$ cat config.mk
export PLATFORM = sky130hd
export DESIGN_NAME = if_fetch_unit
export DESIGN_NICKNAME = d
export VERILOG_FILES = /design/src/rtl/if_fetch_unit.sv
export SDC_FILE = /design/constraint.sdc
export NUM_CORES = 1
export LEC_CHECK = 0
export BUFFER_PORTS_ARGS = -buffer_cell sky130_fd_sc_hd__buf_2
export CAP_MARGIN = 40
export CELL_PAD_IN_SITES_DETAIL_PLACEMENT = 0
export CELL_PAD_IN_SITES_GLOBAL_PLACEMENT = 1
export CORE_MARGIN = 2
export CORE_UTILIZATION = 33
export CTS_CLUSTER_SIZE = 30
export DETAILED_ROUTE_END_ITERATION = 7
export HOLD_SLACK_MARGIN = 0.02
export PLACE_DENSITY = 0.74
export SLEW_MARGIN = 20
export SYNTH_ARGS = -nofsm -noshare
export SYNTH_HDL_FRONTEND = slang
export SYNTH_SLANG_ARGS = --single-unit
$ cat constraint.sdc
create_clock -name clk -period 1.8 [get_ports clk]
set_input_delay 0.09 -clock clk [delete_from_list [all_inputs] [get_ports clk]]
set_output_delay 0.09 -clock clk [all_outputs]
set_load 0.02 [all_outputs]
$ cat src/rtl/if_fetch_unit.sv
// Instruction-fetch stage: owns the PC, drives the I-cache request and tracks misses/redirects.
// Optional build macro IF_FETCH_PERF_CNT_EN adds saturating miss-cycle and redirect counters.
module if_fetch_unit #(
    parameter int              PC_W     = 32,
    parameter logic [PC_W-1:0] RESET_PC = '0
) (
    input  logic            clk,
    input  logic            rst,
    input  logic            stall_i,
    input  logic            redirect_i,
    input  logic [PC_W-1:0] redirect_pc_i,
    output logic            icache_req_o,
    output logic [PC_W-1:0] icache_addr_o,
    input  logic            icache_stall_i,
    input  logic [31:0]     icache_rdata_i,
    output logic [31:0]     instruction_o,
    output logic [PC_W-1:0] incremented_PC_o,
    output logic            valid_o,
    output logic            fetch_stall_o,
`ifdef IF_FETCH_PERF_CNT_EN
    output logic [31:0]     perf_miss_cycles_o,
    output logic [31:0]     perf_redirects_o,
`endif
    output logic [1:0]      debug_state
);

    typedef enum logic [1:0] {
        RUN     = 2'd0,
        MISS    = 2'd1,
        DISCARD = 2'd2
    } state_t;

    state_t          state;
    logic [PC_W-1:0] pc;
    logic [PC_W-1:0] pending_pc;
    logic [PC_W-1:0] pc_plus4;
    logic [PC_W-1:0] run_next_pc;
    logic            req_en;

    // I-cache handshake: a request is outstanding whenever icache_req_o=1; the word on
    // icache_rdata_i is accepted in exactly the req cycle where icache_stall_i=0, and
    // icache_addr_o is held constant for as long as icache_stall_i=1.
    assign pc_plus4         = pc + {{(PC_W-3){1'b0}}, 3'd4};
    assign icache_req_o     = req_en;
    assign icache_addr_o    = pc;
    assign incremented_PC_o = pc_plus4;
    assign fetch_stall_o    = req_en & icache_stall_i;
    assign valid_o          = req_en & ~icache_stall_i & ~redirect_i & (state != DISCARD);
    assign instruction_o    = valid_o ? icache_rdata_i : 32'd0;
    assign debug_state      = state;

    // Redirect outranks the load-use stall when a word is accepted.
    always_comb begin
        run_next_pc = pc_plus4;
        if (redirect_i)
            run_next_pc = redirect_pc_i;
        else if (stall_i)
            run_next_pc = pc;
    end

    always_ff @(posedge clk or posedge rst) begin
        if (rst) begin
            pc         <= RESET_PC;
            state      <= RUN;
            pending_pc <= '0;
            req_en     <= 1'b0;
        end else begin
            req_en <= 1'b1;
            if (req_en) begin
                case (state)
                    RUN, MISS: begin
                        if (icache_stall_i) begin
                            if (redirect_i) begin
                                pending_pc <= redirect_pc_i;
                                state      <= DISCARD;
                            end else begin
                                state <= MISS;
                            end
                        end else begin
                            pc    <= run_next_pc;
                            state <= RUN;
                        end
                    end
                    DISCARD: begin
                        // Last redirect wins; stall_i does not hold this load.
                        if (redirect_i)
                            pending_pc <= redirect_pc_i;
                        if (!icache_stall_i) begin
                            pc    <= redirect_i ? redirect_pc_i : pending_pc;
                            state <= RUN;
                        end
                    end
                    default: state <= RUN;
                endcase
            end
        end
    end

`ifdef IF_FETCH_PERF_CNT_EN
    always_ff @(posedge clk or posedge rst) begin
        if (rst) begin
            perf_miss_cycles_o <= 32'd0;
            perf_redirects_o   <= 32'd0;
        end else begin
            if (fetch_stall_o && (perf_miss_cycles_o != 32'hFFFF_FFFF))
                perf_miss_cycles_o <= perf_miss_cycles_o + 32'd1;
            if (redirect_i && (perf_redirects_o != 32'hFFFF_FFFF))
                perf_redirects_o <= perf_redirects_o + 32'd1;
        end
    end
`endif

endmodule

==> flow_summary.rst <==
.. list-table::
   :header-rows: 1

   * - Metric
     - Value
   * - Layout Area Growth over Synthesis
     - 60.7%
   * - Final critical-path required period
     - 2.02 ns
   * - I/O pins
     - 170
   * - Clock sinks
     - 67
   * - Min-Delay Startpoint
     - redirect_pc_i[27]
   * - Fin worst setup slack
     - -0.220 ns
   * - Internal power
     - 4.83 mW
   * - Syn. warnings
     - 0
   * - Data required time of the critical path
     - 1.71 ns
   * - DIE AREA
     - 15100 um^2
   * - # DRC
     - 0
   * - Async S/R FF share, synth
     - 100%
   * - Cell type group with the largest total delay on the critical path
     - simple AND/OR/NAND/NOR gates
   * - Initial drt markers
     - 356
   * - Synthesis-stage register bit count
     - 67
   * - Total chip power
     - 7.92 mW
   * - Count of standard-cell rows
     - 43
   * - Dominant register cell in the synthesized netlist
     - dfrtp_1
   * - Worst slew pin tran
     - 0.580 ns
   * - Critical path fanouts, max
     - 4
   * - Sw Pwr
     - 3.09 mW
   * - Clock edge transition at the registers on the reported setup and hold paths
     - 0.05 ns
   * - Launch instance of the worst register-to-register path
     - icache_addr_o[2]
   * - Synth cell types
     - 62
   * - Buffering stage count on the worst path with inverters included
     - 2
   * - Total non-filler cell area in the finished layout
     - 7500 um^2
   * - Kind of capture point of the worst setup path
     - output port
   * - Setup total negative slack
     - -2.97 ns
   * - Capture instance of the worst register-to-register path
     - icache_addr_o[9]
   * - Final nets
     - 842
   * - Sort of element at the start of the critical path
     - flop
   * - Hold crit path type
     - input pin to flop
   * - Number of enable-type register cells in the synthesized netlist
     - 0
   * - Wire length of the first global-routing pass
     - 25100 um
   * - Sequential-to-total area share from yosys stat
     - 35.9%
   * - R2r worst-path depth
     - 7
   * - Clock Latency Late Sink
     - 0.33 ns
   * - Total routing usage reported by global routing
     - 21.5%
   * - Core Footprint
     - 13800 um^2
   * - Endpoint of the worst hold path
     - pending_pc[27]
   * - Final Hold Vio Count
     - 0
   * - Hold Path Cell Cnt
     - 2
   * - Arrival time of data at the critical path endpoint
     - 1.93 ns
   * - Share of final-layout standard cells stronger than drive strength 1
     - 52.2%
   * - Comb pwr share
     - 47.9%
   * - Routed wire length per instance
     - 17.1 um
   * - Detailed-placement wirelength estimate
     - 11400 um
   * - Clock group share of total power
     - 22.5%
   * - Deepest level of the CTS H-tree
     - 3
   * - VDD IR-drop max
     - 490 uV
   * - Via count of the first global-routing pass
     - 4998
   * - Cell with the largest stage delay on the worst path
     - dfrtp_1
   * - Worst slew margin relative to its limit
     - 61.3%
   * - Switching fraction of total power
     - 39.0%
   * - Port Buf Inserts
     - 169
   * - Initial standard-cell utilization of the core
     - 33.7%
   * - Crit share post-route
     - 112%
   * - Height of the die
     - 123 um
   * - Wirelength, routed
     - 16300 um
   * - Final antenna diode count
     - 0
   * - Most common library cell in the layout ignoring fill and taps
     - buf_2
   * - DRT antenna net count
     - 0
   * - Vias per Instance
     - 5.17
   * - Proportion of power drawn by flip-flops and latches
     - 29.6%
   * - Mapped cell area
     - 4670 um^2
   * - Most used cells in the layout excluding fill and tap cells
     - buf_2, buf_4, dfrtp_1, nand2_1, and2_1
   * - Max-cap violations
     - 0
   * - Grt total ovfl
     - 0
   * - Max Transition Viols Final
     - 0
   * - CTS tree
     - done
   * - Final design utilization
     - 54.2%
   * - Width of the die
     - 123 um
   * - Result of the run
     - complete, but fails checks
   * - Slack of the worst reg-to-reg path
     - -0.03 ns
   * - Ordered cell list for the critical path
     - buf_6, and4_4, nand4_4, or3_4, xnor2_2, buf_4
   * - Post-detailed-placement cell area
     - 6150 um^2
   * - Final setup fails
     - 23
   * - CP peak stage delay
     - 0.43 ns
   * - Setup repair after global routing missed its margin
     - yes
   * - Post-route clock skew
     - 0.00496 ns
   * - Number of buffers between clock root and the deepest sink
     - 2
   * - Maximum operating frequency
     - 495 MHz
   * - Largest net degree at the start of global routing
     - 40
   * - Global placement routability congestion
     - 0.892
   * - Initial antenna violation count
     - 0
   * - Library cell used as clock root buffer
     - clkbuf_16
   * - PwrDens
     - 1060 nW/um^2
   * - Cell leakage power
     - 3.53 nW
   * - Failing checks
     - setup timing
   * - Net count of the mapped netlist
     - 573
   * - Avg Synthesized Cell Area
     - 9.28 um^2
   * - Routed vias
     - 4945
   * - WS Path Type
     - flop to output port
   * - Cts bufs inserted
     - 9
   * - Synthesized instance count
     - 503
   * - First-pass detailed-route iteration total
     - 6
## through the flow
step	worst slack [ns]	hold WS, ns	instances
floorplan	-0.0666	0.242	503
global placement	-0.0410	0.235	869
detailed placement	-0.157	0.239	869
CTS	-0.250	0.0237	938
global route	-0.336	0.0267	956
finish	-0.220	0.0241	956
## cells by family (layout without fill, tap and decap cells)
family	count (synthesis)	in the layout	share of synthesized area, %
compound gates	91	91	13.8
xor+xnor	27	27	5.07
fa+ha+maj	1	1	0.268
buf+inv	63	336	6.30
flops	67	67	35.9
mux	50	50	11.7
other cells	1	1	0.0804
simple gates	203	203	26.8
## area by class of cell
class,instances,area [um^2]
sequential,67,1690
fill,1239,6330
clock inverter,2,35.0
multi-input combinational,373,3110
timing repair buffer,302,2110
inverter,19,71.3
tap,180,225
clock buffer,13,260
## repair_timing
item	CTS	global route
cloned	2	1
resized for setup	51	57
hold endpoints to repair	93	0
buffers inserted	25	21
setup endpoints to repair	76	70
pin swaps	19	30
hold buffers	27	0
## synthesized netlist by cell type, drive strengths merged (3+ instances only)
cell     number  share of area [%]
dfrtp        67                 36
nand2        51                4.2
and2         38                5.1
mux2         35                8.4
buf          30                3.6
o21ai        24                2.6
nand4        22                4.3
xnor2        22                4.1
nand2b       20                2.7
inv          19                1.5
nor3         18                1.9
mux2i        15                3.2
clkbuf       14                1.1
o211ai       12                1.9
a21oi         8               0.94
nor2          8               0.64
nand3         7               0.75
nor4          7                2.0
a211o         6                1.1
o22ai         6               0.80
or3           6               0.91
and4          5                1.1
nor2b         5               0.67
nor3b         5               0.80
xor2          5               0.94
nand3b        4               0.64
a211oi        3               0.48
a21boi        3               0.48
a221oi        3               0.56
a22oi         3               0.48
and3          3               0.43
nand4b        3               0.56
o2111ai       3               0.56
o311ai        3               0.56
o31a          3               0.56
## power by group through the flow
stage,sequential [mW],combinational (mW),clock [mW]
after global routing,2.41,4.09,1.88
after CTS,2.31,3.45,1.81
after floorplan,2.53,1.75,0
final,2.35,3.79,1.78
after global placement,2.30,3.13,0
after detailed placement,2.33,3.18,0
## worst reg2reg max path, delay by kind of cell (launching register included)
family,cells,cell delay (ns)
compound gates,2,0.49
flops,1,0.43
buf+inv,3,0.43
simple gates,2,0.39
## routing by layer
layer	GRT usage (%)	up-vias	part of all wire, %
li1	-	2332	-
met1	27.3	2406	41
met2	37.1	187	50
met3	3.41	20	6.9
met4	7.40	0	1.7
met5	0	-	0
## worst max-delay path by stage
| stage | endpoint | depth (start not counted) | start |
|---|---|---|---|
| floorplan | incremented_PC_o[26] | 5 | icache_addr_o[3] |
| global placement | incremented_PC_o[26] | 6 | icache_addr_o[3] |
| detailed placement | icache_addr_o[22] | 6 | icache_addr_o[3] |
| CTS | incremented_PC_o[22] | 8 | icache_addr_o[2] |
| global route | incremented_PC_o[18] | 7 | icache_addr_o[2] |
| finish | incremented_PC_o[25] | 6 | icache_addr_o[2] |
## state kept, by name, indices dropped and copies added (netlist names)
name           flops
icache_addr_o     32
pending_pc        32
debug_state        2
icache_req_o       1
(Power assumes the default switching activity.)
